### src/rtl/mpu_cmd_pkg.sv
// rtl/mpu_cmd_pkg.sv - command codes, states, error codes and command table for the MPU_6050 sequencer
package mpu_cmd_pkg;

   localparam logic [3:0] CMD_CHECK     = 4'd1;
   localparam logic [3:0] CMD_TMP_MSR   = 4'd2;
   localparam logic [3:0] CMD_ACCEL_MSR = 4'd3;
   localparam logic [3:0] CMD_GYRO_MSR  = 4'd4;
   localparam logic [3:0] CMD_FIFO_EN   = 4'd5;
   localparam logic [3:0] CMD_FIFO_CNT  = 4'd6;

   localparam logic [1:0] ERR_NONE    = 2'b00;
   localparam logic [1:0] ERR_ILLEGAL = 2'b01;
   localparam logic [1:0] ERR_BUS     = 2'b10;
   localparam logic [1:0] ERR_TIMEOUT = 2'b11;

   localparam logic [7:0] CHIP_ID     = 8'h68;
   localparam logic [7:0] FIFO_EN_VAL = 8'hF8;

   typedef enum logic [2:0] {
      ST_IDLE,
      ST_ROM_ADDR,
      ST_ROM_DATA,
      ST_ISSUE,
      ST_WAIT,
      ST_RESP,
      ST_ERR
   } state_t;

   typedef struct packed {
      logic       legal;
      logic       rw;
      logic [2:0] nbytes;
      logic [7:0] wdata;
   } cmd_info_t;

   function automatic cmd_info_t cmd_lookup(input logic [3:0] code);
      cmd_info_t info;
      info = '{legal: 1'b1, rw: 1'b1, nbytes: 3'd1, wdata: 8'h00};
      case (code)
         CMD_CHECK:                   info.nbytes = 3'd1;
         CMD_TMP_MSR, CMD_FIFO_CNT:   info.nbytes = 3'd2;
         CMD_ACCEL_MSR, CMD_GYRO_MSR: info.nbytes = 3'd6;
         CMD_FIFO_EN: begin
            info.rw    = 1'b0;
            info.wdata = FIFO_EN_VAL;
         end
         default: info = '{legal: 1'b0, rw: 1'b0, nbytes: 3'd0, wdata: 8'h00};
      endcase
      return info;
   endfunction

endpackage

### src/rtl/mpu_cmd_sequencer_if.sv
// rtl/mpu_cmd_sequencer_if.sv - command, ROM and I2C master signal bundle of the MPU_6050 sequencer
interface mpu_cmd_sequencer_if #(
   parameter int ADDR_ROM_SZ = 4,
   parameter int DATA_ROM_SZ = 8,
   parameter int RES_SZ      = 48
);
   logic                   I_CMD_VALID;
   logic [ADDR_ROM_SZ-1:0] I_CMD;
   logic                   O_CMD_READY;
   logic [ADDR_ROM_SZ-1:0] O_ADDR_ROM;
   logic [DATA_ROM_SZ-1:0] I_DATA_ROM;
   logic                   O_I2C_START;
   logic                   O_I2C_RW;
   logic [7:0]             O_I2C_REG;
   logic [7:0]             O_I2C_WDATA;
   logic [2:0]             O_I2C_NBYTES;
   logic                   I_I2C_BUSY;
   logic                   I_I2C_RD_VALID;
   logic [7:0]             I_I2C_RD_DATA;
   logic                   I_I2C_DONE;
   logic                   I_I2C_ACK_ERR;
   logic                   O_RES_VALID;
   logic [RES_SZ-1:0]      O_RES_DATA;
   logic                   O_CHIP_OK;
   logic                   O_ERR;
   logic [1:0]             O_ERR_CODE;

   modport master (
      input  I_CMD_VALID, I_CMD, I_DATA_ROM, I_I2C_BUSY, I_I2C_RD_VALID,
             I_I2C_RD_DATA, I_I2C_DONE, I_I2C_ACK_ERR,
      output O_CMD_READY, O_ADDR_ROM, O_I2C_START, O_I2C_RW, O_I2C_REG,
             O_I2C_WDATA, O_I2C_NBYTES, O_RES_VALID, O_RES_DATA, O_CHIP_OK,
             O_ERR, O_ERR_CODE
   );

   modport slave (
      output I_CMD_VALID, I_CMD, I_DATA_ROM, I_I2C_BUSY, I_I2C_RD_VALID,
             I_I2C_RD_DATA, I_I2C_DONE, I_I2C_ACK_ERR,
      input  O_CMD_READY, O_ADDR_ROM, O_I2C_START, O_I2C_RW, O_I2C_REG,
             O_I2C_WDATA, O_I2C_NBYTES, O_RES_VALID, O_RES_DATA, O_CHIP_OK,
             O_ERR, O_ERR_CODE
   );
endinterface

### src/rtl/mpu_timeout_cnt.sv
// rtl/mpu_timeout_cnt.sv - loadable down-counter flagging the cycle in which it reaches zero
module mpu_timeout_cnt #(
   parameter int TIMEOUT_CYC = 2_500_000
) (
   input  logic CLK,
   input  logic RST,
   input  logic load,
   input  logic en,
   output logic expired
);
   localparam int CNT_W = $clog2(TIMEOUT_CYC + 1);

   logic [CNT_W-1:0] cnt;

   always_ff @(posedge CLK) begin
      if (RST)
         cnt <= '0;
      else if (load)
         cnt <= CNT_W'(TIMEOUT_CYC);
      else if (en && cnt != '0)
         cnt <= cnt - CNT_W'(1);
   end

   // Flag one cycle early so the owner leaves on the very edge the count hits zero.
   assign expired = en && (cnt == CNT_W'(1));
endmodule

### src/rtl/mpu_cmd_sequencer.sv
// rtl/mpu_cmd_sequencer.sv - serialises host commands into single MPU_6050 I2C transactions
module mpu_cmd_sequencer #(
   parameter int ADDR_ROM_SZ = 4,
   parameter int DATA_ROM_SZ = 8,
   parameter int RES_SZ      = 48,
   parameter int TIMEOUT_CYC = 2_500_000
) (
   input  logic                 CLK,
   input  logic                 RST,
   mpu_cmd_sequencer_if.master  bus
);
   import mpu_cmd_pkg::*;

   state_t                 state, state_nxt;
   cmd_info_t              info;
   logic [3:0]             lookup_code;
   logic                   cmd_accept, tmo_expired, rd_take, rd_short;
   logic [ADDR_ROM_SZ-1:0] addr_rom_q;
   logic [7:0]             i2c_reg_q, wdata_q;
   logic                   rw_q, chip_ok_q;
   logic [2:0]             nbytes_q, byte_cnt, cnt_next;
   logic [RES_SZ-1:0]      res_q;
   logic [1:0]             err_code_q, err_code_nxt;

   // One table lookup serves both the legality test in IDLE and the setup in ROM_DATA.
   assign lookup_code = (state == ST_IDLE) ? 4'(bus.I_CMD) : 4'(addr_rom_q);
   assign info        = cmd_lookup(lookup_code);
   assign cmd_accept  = bus.I_CMD_VALID && bus.O_CMD_READY;
   assign rd_take     = (state == ST_WAIT) && rw_q && bus.I_I2C_RD_VALID && (byte_cnt < nbytes_q);
   assign cnt_next    = byte_cnt + {2'b00, rd_take};
   assign rd_short    = rw_q && (cnt_next != nbytes_q);

   mpu_timeout_cnt #(.TIMEOUT_CYC(TIMEOUT_CYC)) u_tmo (
      .CLK     (CLK),
      .RST     (RST),
      .load    (bus.O_I2C_START),
      .en      (state == ST_WAIT),
      .expired (tmo_expired)
   );

   always_ff @(posedge CLK) begin
      if (RST) state <= ST_IDLE;
      else     state <= state_nxt;
   end

   always_comb begin
      state_nxt    = state;
      err_code_nxt = err_code_q;
      case (state)
         ST_IDLE:
            if (cmd_accept) begin
               if (info.legal) state_nxt = ST_ROM_ADDR;
               else begin
                  state_nxt    = ST_ERR;
                  err_code_nxt = ERR_ILLEGAL;
               end
            end
         ST_ROM_ADDR: state_nxt = ST_ROM_DATA;
         ST_ROM_DATA: state_nxt = ST_ISSUE;
         ST_ISSUE:    if (!bus.I_I2C_BUSY) state_nxt = ST_WAIT;
         ST_WAIT:
            if (bus.I_I2C_DONE) begin
               if (bus.I_I2C_ACK_ERR || rd_short) begin
                  state_nxt    = ST_ERR;
                  err_code_nxt = ERR_BUS;
               end else
                  state_nxt = ST_RESP;
            end else if (tmo_expired) begin
               state_nxt    = ST_ERR;
               err_code_nxt = ERR_TIMEOUT;
            end
         default: state_nxt = ST_IDLE;
      endcase
   end

   always_comb begin
      bus.O_CMD_READY = 1'b0;
      bus.O_I2C_START = 1'b0;
      bus.O_RES_VALID = 1'b0;
      bus.O_ERR       = 1'b0;
      case (state)
         ST_IDLE:  bus.O_CMD_READY = !RST;
         ST_ISSUE: bus.O_I2C_START = !bus.I_I2C_BUSY;
         ST_RESP:  bus.O_RES_VALID = 1'b1;
         ST_ERR:   bus.O_ERR       = 1'b1;
         default:  ;
      endcase
   end

   always_ff @(posedge CLK) begin
      if (RST) begin
         addr_rom_q <= '0;
         i2c_reg_q  <= '0;
         wdata_q    <= '0;
         rw_q       <= 1'b0;
         nbytes_q   <= '0;
         byte_cnt   <= '0;
         res_q      <= '0;
         chip_ok_q  <= 1'b0;
         err_code_q <= ERR_NONE;
      end else begin
         err_code_q <= err_code_nxt;
         if (cmd_accept) begin
            res_q    <= '0;
            byte_cnt <= '0;
            if (info.legal) addr_rom_q <= bus.I_CMD;
         end
         if (state == ST_ROM_DATA) begin
            i2c_reg_q <= 8'(bus.I_DATA_ROM);
            rw_q      <= info.rw;
            nbytes_q  <= info.nbytes;
            wdata_q   <= info.wdata;
         end
         if (rd_take) begin
            res_q    <= {res_q[RES_SZ-9:0], bus.I_I2C_RD_DATA};
            byte_cnt <= cnt_next;
         end
         if (state == ST_RESP && 4'(addr_rom_q) == CMD_CHECK)
            chip_ok_q <= (res_q[7:0] == CHIP_ID);
      end
   end

   assign bus.O_ADDR_ROM   = addr_rom_q;
   assign bus.O_I2C_RW     = rw_q;
   assign bus.O_I2C_REG    = i2c_reg_q;
   assign bus.O_I2C_WDATA  = wdata_q;
   assign bus.O_I2C_NBYTES = nbytes_q;
   assign bus.O_RES_DATA   = res_q;
   assign bus.O_CHIP_OK    = chip_ok_q;
   assign bus.O_ERR_CODE   = err_code_q;
endmodule

### src/flat_wrapper.sv
// flat-port wrapper written by rule: the top's interface ports become plain ports
module mpu_cmd_sequencer_flat import mpu_cmd_pkg::*;
#(
   parameter int ADDR_ROM_SZ = 4,
   parameter int DATA_ROM_SZ = 8,
   parameter int RES_SZ      = 48,
   parameter int TIMEOUT_CYC = 2_500_000
)
  (CLK, RST, bus_I_CMD_VALID, bus_I_CMD, bus_I_DATA_ROM, bus_I_I2C_BUSY, bus_I_I2C_RD_VALID, bus_I_I2C_RD_DATA, bus_I_I2C_DONE, bus_I_I2C_ACK_ERR, bus_O_CMD_READY, bus_O_ADDR_ROM, bus_O_I2C_START, bus_O_I2C_RW, bus_O_I2C_REG, bus_O_I2C_WDATA, bus_O_I2C_NBYTES, bus_O_RES_VALID, bus_O_RES_DATA, bus_O_CHIP_OK, bus_O_ERR, bus_O_ERR_CODE);
  mpu_cmd_sequencer_if #(.ADDR_ROM_SZ(ADDR_ROM_SZ), .DATA_ROM_SZ(DATA_ROM_SZ), .RES_SZ(RES_SZ)) bus_i ();
  input  logic CLK;
  input  logic RST;
  input wire logic [$bits(bus_i.I_CMD_VALID)-1:0] bus_I_CMD_VALID;
  input wire logic [$bits(bus_i.I_CMD)-1:0] bus_I_CMD;
  input wire logic [$bits(bus_i.I_DATA_ROM)-1:0] bus_I_DATA_ROM;
  input wire logic [$bits(bus_i.I_I2C_BUSY)-1:0] bus_I_I2C_BUSY;
  input wire logic [$bits(bus_i.I_I2C_RD_VALID)-1:0] bus_I_I2C_RD_VALID;
  input wire logic [$bits(bus_i.I_I2C_RD_DATA)-1:0] bus_I_I2C_RD_DATA;
  input wire logic [$bits(bus_i.I_I2C_DONE)-1:0] bus_I_I2C_DONE;
  input wire logic [$bits(bus_i.I_I2C_ACK_ERR)-1:0] bus_I_I2C_ACK_ERR;
  output wire logic [$bits(bus_i.O_CMD_READY)-1:0] bus_O_CMD_READY;
  output wire logic [$bits(bus_i.O_ADDR_ROM)-1:0] bus_O_ADDR_ROM;
  output wire logic [$bits(bus_i.O_I2C_START)-1:0] bus_O_I2C_START;
  output wire logic [$bits(bus_i.O_I2C_RW)-1:0] bus_O_I2C_RW;
  output wire logic [$bits(bus_i.O_I2C_REG)-1:0] bus_O_I2C_REG;
  output wire logic [$bits(bus_i.O_I2C_WDATA)-1:0] bus_O_I2C_WDATA;
  output wire logic [$bits(bus_i.O_I2C_NBYTES)-1:0] bus_O_I2C_NBYTES;
  output wire logic [$bits(bus_i.O_RES_VALID)-1:0] bus_O_RES_VALID;
  output wire logic [$bits(bus_i.O_RES_DATA)-1:0] bus_O_RES_DATA;
  output wire logic [$bits(bus_i.O_CHIP_OK)-1:0] bus_O_CHIP_OK;
  output wire logic [$bits(bus_i.O_ERR)-1:0] bus_O_ERR;
  output wire logic [$bits(bus_i.O_ERR_CODE)-1:0] bus_O_ERR_CODE;
  assign bus_i.I_CMD_VALID = bus_I_CMD_VALID;
  assign bus_i.I_CMD = bus_I_CMD;
  assign bus_i.I_DATA_ROM = bus_I_DATA_ROM;
  assign bus_i.I_I2C_BUSY = bus_I_I2C_BUSY;
  assign bus_i.I_I2C_RD_VALID = bus_I_I2C_RD_VALID;
  assign bus_i.I_I2C_RD_DATA = bus_I_I2C_RD_DATA;
  assign bus_i.I_I2C_DONE = bus_I_I2C_DONE;
  assign bus_i.I_I2C_ACK_ERR = bus_I_I2C_ACK_ERR;
  assign bus_O_CMD_READY = bus_i.O_CMD_READY;
  assign bus_O_ADDR_ROM = bus_i.O_ADDR_ROM;
  assign bus_O_I2C_START = bus_i.O_I2C_START;
  assign bus_O_I2C_RW = bus_i.O_I2C_RW;
  assign bus_O_I2C_REG = bus_i.O_I2C_REG;
  assign bus_O_I2C_WDATA = bus_i.O_I2C_WDATA;
  assign bus_O_I2C_NBYTES = bus_i.O_I2C_NBYTES;
  assign bus_O_RES_VALID = bus_i.O_RES_VALID;
  assign bus_O_RES_DATA = bus_i.O_RES_DATA;
  assign bus_O_CHIP_OK = bus_i.O_CHIP_OK;
  assign bus_O_ERR = bus_i.O_ERR;
  assign bus_O_ERR_CODE = bus_i.O_ERR_CODE;
  mpu_cmd_sequencer #(.ADDR_ROM_SZ(ADDR_ROM_SZ), .DATA_ROM_SZ(DATA_ROM_SZ), .RES_SZ(RES_SZ), .TIMEOUT_CYC(TIMEOUT_CYC)) u_core (.CLK(CLK), .RST(RST), .bus(bus_i));
endmodule
### config.mk
export PLATFORM = sky130hd
export DESIGN_NAME = mpu_cmd_sequencer_flat
export DESIGN_NICKNAME = d
export VERILOG_FILES = /design/src/rtl/mpu_cmd_pkg.sv /design/src/rtl/mpu_cmd_sequencer_if.sv /design/src/rtl/mpu_timeout_cnt.sv /design/src/rtl/mpu_cmd_sequencer.sv /design/src/flat_wrapper.sv
export SDC_FILE = /design/constraint.sdc
export NUM_CORES = 1
export LEC_CHECK = 0
export CORE_ASPECT_RATIO = 0.75
export CORE_MARGIN = 1
export CORE_UTILIZATION = 30
export DETAILED_ROUTE_END_ITERATION = 8
export GPL_ROUTABILITY_DRIVEN = 0
export MAX_ROUTING_LAYER = met4
export PLACE_DENSITY = 0.5
export SYNTH_ARGS = -nofsm -noshare
export SYNTH_HDL_FRONTEND = slang
export SYNTH_SLANG_ARGS = --single-unit
### constraint.sdc
create_clock -name CLK -period 5.8 [get_ports CLK]
set_input_delay 0.58 -clock CLK [delete_from_list [all_inputs] [get_ports CLK]]
set_output_delay 0.58 -clock CLK [all_outputs]
set_load 0.005 [all_outputs]
==> Word-level counts from Yosys, hierarchy flattened <==
Index checks and enable logic that the tools add are counted.
{ "op_classes": {"n_reduce_logical": 25, "magnitude_cmp": 1, "muxes": 28, "add_sub_neg": 2, "eq_ne": 21} }
{ "op_table": {"columns": ["operator", "n"], "rows": [
  ["48-bit two-way mux", 2],
  ["22-bit two-way mux", 2],
  ["22-bit by 1-bit equality test with 1-bit output, second input constant", 1],
  ["22-bit nonzero test", 1],
  ["22-bit by 1-bit subtractor with 22-bit output, second input constant", 1],
  ["3-bit two-way mux", 7],
  ["3-bit case mux with 5 select lines", 1],
  ["4-bit by 3-bit equality test with 1-bit output, second input constant", 3],
  ["2-bit two-way mux", 6],
  ["3-bit equality test, second input constant", 3],
  ["3-bit case mux with 3 select lines", 1],
  ["4-bit by 1-bit equality test with 1-bit output, second input constant", 2],
  ["4-bit by 2-bit equality test with 1-bit output, second input constant", 2],
  ["8-bit by 7-bit equality test with 1-bit output, second input constant", 1],
  ["1-bit logical AND", 8],
  ["8-bit two-way mux", 1],
  ["2-bit OR reduction", 4],
  ["3-bit by 2-bit equality test with 1-bit output, second input constant", 2],
  ["1-bit two-way mux", 6],
  ["3-bit by 2-bit != test with 1-bit output, second input constant", 2],
  ["2-bit nonzero test", 3],
  ["6-bit OR reduction", 1],
  ["5-bit AND reduction", 1],
  ["5-bit OR reduction", 1],
  ["other kinds (13)", 15]
]} }
{ "word_totals": {"register_bits": 103, "elab_cells": 89, "out_inout_bits": 79} }

==> Depth between registers and ports, before layout <==
{ "logic_depth": {"word_depth": 11, "depth_mapped": 15} }

==> By module <==
Synthesis repeated with hierarchy kept, for this count alone.
{ "hier_totals": {"hier_cells": 531, "hier_area_um2": 4425.5} }
{ "by_module_without_submodules": {"columns": ["mod", "instances", "cells_per_inst", "area_each_um2"], "rows": [
  ["mpu_cmd_sequencer", 1, 394, 3259.4],
  ["mpu_timeout_cnt", 1, 137, 1166.1]
]} }

==> Least setup slack after synthesis <==
No wires, ideal clock.
{ "synth_path": {"kind": "register -> register", "start": "register u_core.nbytes_q[1] (netlist: u_core.bus.O_I2C_NBYTES[1])", "end": "register u_core.err_code_q[1] (netlist: u_core.bus.O_ERR_CODE[1])", "n_path_buf": 2, "arrival_time_ns": 2.746, "path_stages_with_launch": 16, "path_slack_ns": 2.937, "synth_period_minus_slack_ns": 2.863, "setup_ns": 0.117, "t_required_ns": 5.683, "cell_sequence": "dfxtp_1 -> inv_1 -> ha_1 -> a21o_1 -> a2111o_1 -> buf_2 -> inv_6 -> buf_6 -> ha_1 -> ha_1 -> xnor3_1 -> nand3_1 -> a21oi_1 -> nand3_1 -> nand4_1 -> a32o_1"} }
{ "synth_between": {"elab_chain_cells": 8} }
{ "synth_lines": {"columns": ["element", "line", "text"], "rows": [
  ["start, declared", "mpu_cmd_sequencer.sv:21", "logic [2:0] nbytes_q, byte_cnt, cnt_next;"],
  ["start signal, assigned", "mpu_cmd_sequencer.sv:111", "nbytes_q <= info.nbytes;"],
  ["3-bit less-than comparator", "mpu_cmd_sequencer.sv:29", "assign rd_take = (state == ST_WAIT) && rw_q && bus.I_I2C_RD_VALID && (byte_cnt < nbytes_q);"],
  ["1-bit logical AND", "mpu_cmd_sequencer.sv:29", null],
  ["3-bit by 1-bit adder with 3-bit output", "mpu_cmd_sequencer.sv:30", "assign cnt_next = byte_cnt + {2'b00, rd_take};"],
  ["3-bit != test (*)", "mpu_cmd_sequencer.sv:31", "assign rd_short = rw_q && (cnt_next != nbytes_q);"],
  ["1-bit logical AND (*)", "mpu_cmd_sequencer.sv:31", null],
  ["1-bit logical OR (*)", "mpu_cmd_sequencer.sv:63", "if (bus.I_I2C_ACK_ERR || rd_short) begin"],
  ["3-bit by 2-bit != test with 1-bit output (no source line) (*)", null, null],
  ["5-bit AND reduction (no source line) (*)", null, null],
  ["end signal, assigned", "mpu_cmd_sequencer.sv:102", "err_code_q <= err_code_nxt;"],
  ["end, declared", "mpu_cmd_sequencer.sv:23", "logic [1:0] err_code_q, err_code_nxt;"]
]} }
Mark *: on every way between the ends. The rest lies on a longest branch, timed or not.
A chain may end at the register's enable or synchronous reset.

==> Final worst setup path <==
{ "layout_path": {"start": "register u_core.state[2]", "end": "register u_core.err_code_q[0] (netlist: u_core.bus.O_ERR_CODE[0])"} }
{ "layout_between": {"elab_chain_cells": 10, "elab_cells_between_ends": 28, "cone_classes": "1 x add/sub; 12 x eq/ne; 4 x mux; 11 x reduce/logical"} }
{ "layout_lines": {"columns": ["element", "line", "text"], "rows": [
  ["start, declared", "mpu_cmd_sequencer.sv:14", "state_t state, state_nxt;"],
  ["start signal, assigned", "mpu_cmd_sequencer.sv:43", "else state <= state_nxt;"],
  ["3-bit equality test", "mpu_cmd_sequencer.sv:29, mpu_cmd_sequencer.sv:37, mpu_cmd_sequencer.sv:49", null],
  ["1-bit logical AND (3 in series)", "mpu_cmd_sequencer.sv:29", null],
  ["3-bit by 1-bit adder with 3-bit output", "mpu_cmd_sequencer.sv:30", null],
  ["3-bit != test", "mpu_cmd_sequencer.sv:31", null],
  ["1-bit logical AND", "mpu_cmd_sequencer.sv:31", null],
  ["1-bit logical OR", "mpu_cmd_sequencer.sv:63", null],
  ["3-bit by 2-bit != test with 1-bit output (no source line)", null, null],
  ["5-bit AND reduction (no source line)", null, null]
]} }
Several ways; a longest one is shown, not always the timed one.

==> results.py <==
metrics = {
    "global_route": {
        "use_met2_pct": 23.71,
        "grt_max_degree": 60,
        "gr-total-overflow": 0,
        "grt_pass1_wl_um": 18660,
        "track_usage_pct": 16.19,
        "met1_usage_pct": 21.92,
        "antenna_found_initial": 0,
        "top_usage_layer": "met2",
        "grt_use_met3_pct": 4.134,
        "grt_pass1_vias": 3702,
    },
    "finish": {
        "final_cells": 781,
        "drive_gt1_share_pct": 6.271,
        "syn2layout_area_growth_pct": 30.53,
        "num_antenna_cells": 0,
        "nNetsFinal": 635,
        "fill_cells": 1398,
    },
    "timing": {
        "worst_pin_slew_ns": 0.9704,
        "rsz0062_at_grt": "no",
        "max_freq_mhz": 253.4,
        "relSlewSlack_pct": 35.31,
        "setup_violations": 0,
        "timing.setup.tns_ns": 0,
        "hold_viol_final": 0,
        "period_share_pct": 68.04,
        "fin_ws_ns": 1.854,
        "maxSlewViolCount": 0,
        "finClkSkew_ns": 0.007240,
        "holdWs_ns": 0.4559,
        "period_minus_slack_ns": 3.946,
    },
    "routing": {
        "wirelength_um": 11260,
        "ant_nets": 0,
        "dr.first_iter.drc_count": 182,
        "drc": 0,
        "vias": 3852,
        "via_per_inst": 4.932,
        "dr.pass1.iters": 4,
        "wl_per_cell_um": 14.41,
    },
    "critical_path": {
        "cp_max_fo": 54,
        "reg2reg_depth": 11,
        "critPathArrivalTime_ns": 4.15,
        "critPathCaptureType": "register",
        "path_class": "register to register",
        "crit_path_start_kind": "register",
        "crit_required_ns": 6.01,
    },
    "worst_hold_path": {
        "hold_path.class": "register to register",
        "hold_depth": 2,
    },
    "clock_tree": {
        "cts_made_buffers": 9,
        "cts_tree": "done",
        "clock_path_buffers": 2,
        "clockRootBuffer": "clkbuf_16",
        "clk_pin_slew_ns": 0.07,
        "clkSinkCount": 96,
        "clock_insertion_delay_worst_skew_ns": 0.35,
        "cts.repair.resized": 0,
        "postCtsHoldBufs": 0,
        "cts.htree.levels": 3,
        "post_cts_buffers": 0,
    },
    "place": {
        "dp_cells": 765,
        "hpwlAfterDp_um": 7635,
        "port_buffers": 102,
        "dpl_worst_slack_ns": 1.820,
    },
    "yosys": {
        "synth_common_cells": "dfxtp_1, nand2_1, a21oi_1, nand3_1, nor2_1",
        "yosysTopAreaCell": "dfxtp_1",
        "synth-edff-count": 0,
        "yosysSeqAreaShare_pct": 44.63,
        "synthFlopType": "dfxtp_1",
        "synthTopCellsByArea": "dfxtp_1, a21oi_1, nand2_1",
        "yosysMostFrequentCell": "dfxtp_1",
        "ys_async_sr_fraction_pct": 0,
        "syn_avg_cell_area_um2": 8.188,
        "syn_area_um2": 4307,
        "yosys_register_bits": 96,
        "synth_top_cell_area_share_pct": 44.63,
        "synthCells": 526,
        "yosysWarnings": 0,
        "synth.distinct_cells": 57,
    },
    "floorplan": {
        "ios": 106,
        "die_area_um2": 14840,
        "start_util_pct": 31.11,
        "dieWidth_um": 140.4,
        "core-area_um2": 13840,
        "die_y_um": 105.8,
        "rows": 37,
    },
    "power": {
        "ir_drop_mv": 0.2064,
        "leakagePower_nw": 1.880,
        "power.density_nw_per_um2": 435.9,
    },
    "run": {
        "maxCapViolations": 0,
    },
    "status": {
        "status": "completed",
    },
}
==> cell usage in the layout, fill, tap and decap left out, types with 2 or more instances in the layout <==
master	count
nor2_1	36
buf_4	3
or3_1	6
a311oi_1	2
ha_1	7
nor3_1	11
and3b_1	2
a31o_2	3
nand2_1	86
xor2_1	8
or4_1	2
nor4_1	2
clkinvlp_4	3
clkdlybuf4s50_1	101
dfxtp_1	96
nand3b_1	2
and3_1	2
xnor2_1	12
nor3b_1	3
nand2b_1	5
inv_6	2
a211oi_1	2
nor2b_1	3
nor4_2	2
nand4_1	4
o21ai_0	7
nand3_1	58
a21o_1	3
clkbuf_16	9
inv_1	7
conb_1	3
a21oi_1	83
nor3_2	3
==> path summary, 6_finish.rpt <==
kind                                        startpoint                                    end  slack [ns]
setup / recovery          u_core.state[2]$_SDFFE_PP0P_  u_core.bus.O_ERR_CODE[0]$_SDFFE_PP0P_        1.85
hold / removal    u_core.bus.O_I2C_REG[0]$_SDFFE_PP0N_   u_core.bus.O_I2C_REG[0]$_SDFFE_PP0N_        0.46
setup reg to reg          u_core.state[2]$_SDFFE_PP0P_  u_core.bus.O_ERR_CODE[0]$_SDFFE_PP0P_        1.85
hold reg to reg   u_core.bus.O_I2C_REG[0]$_SDFFE_PP0N_   u_core.bus.O_I2C_REG[0]$_SDFFE_PP0N_        0.46
==> flip-flops by register name, indices dropped and copies added, names as in the netlist <==
name                     cells
u_core.bus.O_I2C_WDATA       1
u_core.byte_cnt              3
u_core.bus.O_I2C_RW          1
u_core.bus.O_I2C_NBYTES      3
u_core.state                 3
u_core.bus.O_RES_DATA       48
u_core.bus.O_ADDR_ROM        4
u_core.bus.O_I2C_REG         8
u_core.bus.O_ERR_CODE        2
u_core.u_tmo.cnt            22
u_core.bus.O_CHIP_OK         1
==> per-stage QoR <==
step	utilization, %	total power, mW	instance area [um2]
6_report	40.61	2.450	5622
5_1_grt	40.61	2.631	5622
4_1_cts	40.61	2.477	5622
3_5_place_dp	38.52	1.877	5331
3_3_place_gp	38.52	1.878	5331
2_1_floorplan	-	1.625	4314
==> layout make-up <==
type                       count  area [um2]  area share, %
multi-input combinational    381        2117          37.66
sequential                    96        1922          34.19
timing repair buffer         105        1039          18.47
clock buffer                  10       239.0          4.251
tap                          175       219.0          3.895
clock inverter                 6       51.30         0.9125
inverter                       8       35.03         0.6232
==> logic make-up (layout without fill, tap and decap cells) <==
kind of cell    after synthesis  in the layout  share of synthesized area (%)
compound gates              109            109                          14.35
xor+xnor                     21             21                          4.590
fa+ha+maj                     7              7                          2.034
buf+inv                      51            129                          6.421
flops                        96             96                          44.63
mux                           1              1                         0.2324
other cells                   1              3                        0.08708
simple gates                240            240                          27.66
==> worst max-delay path: stages, from the launching register on <==
cell,delay [ns]
dfxtp_1,0.56
or3b_1,0.49
a2111o_2,0.88
inv_6,0.48
ha_1,0.23
ha_1,0.25
xnor2_1,0.14
nand3_1,0.10
a21oi_1,0.27
nand3_1,0.15
nand4_1,0.16
a211oi_2,0.08
==> report_power, final <==
part	internal (mW)	total (mW)	switching [mW]
registers	0.758	0.878	0.120
logic	0.436	0.993	0.557
clock network	0.308	0.580	0.272
==> layer usage <==
metal  up-vias  part of all wire [%]
li1       1958                     -
met1      1805                    51
met2        84                    44
met3         5                   4.8
met4         0                  0.43
met5         -                     0
Note: power is estimated with default switching activity, not from simulation.
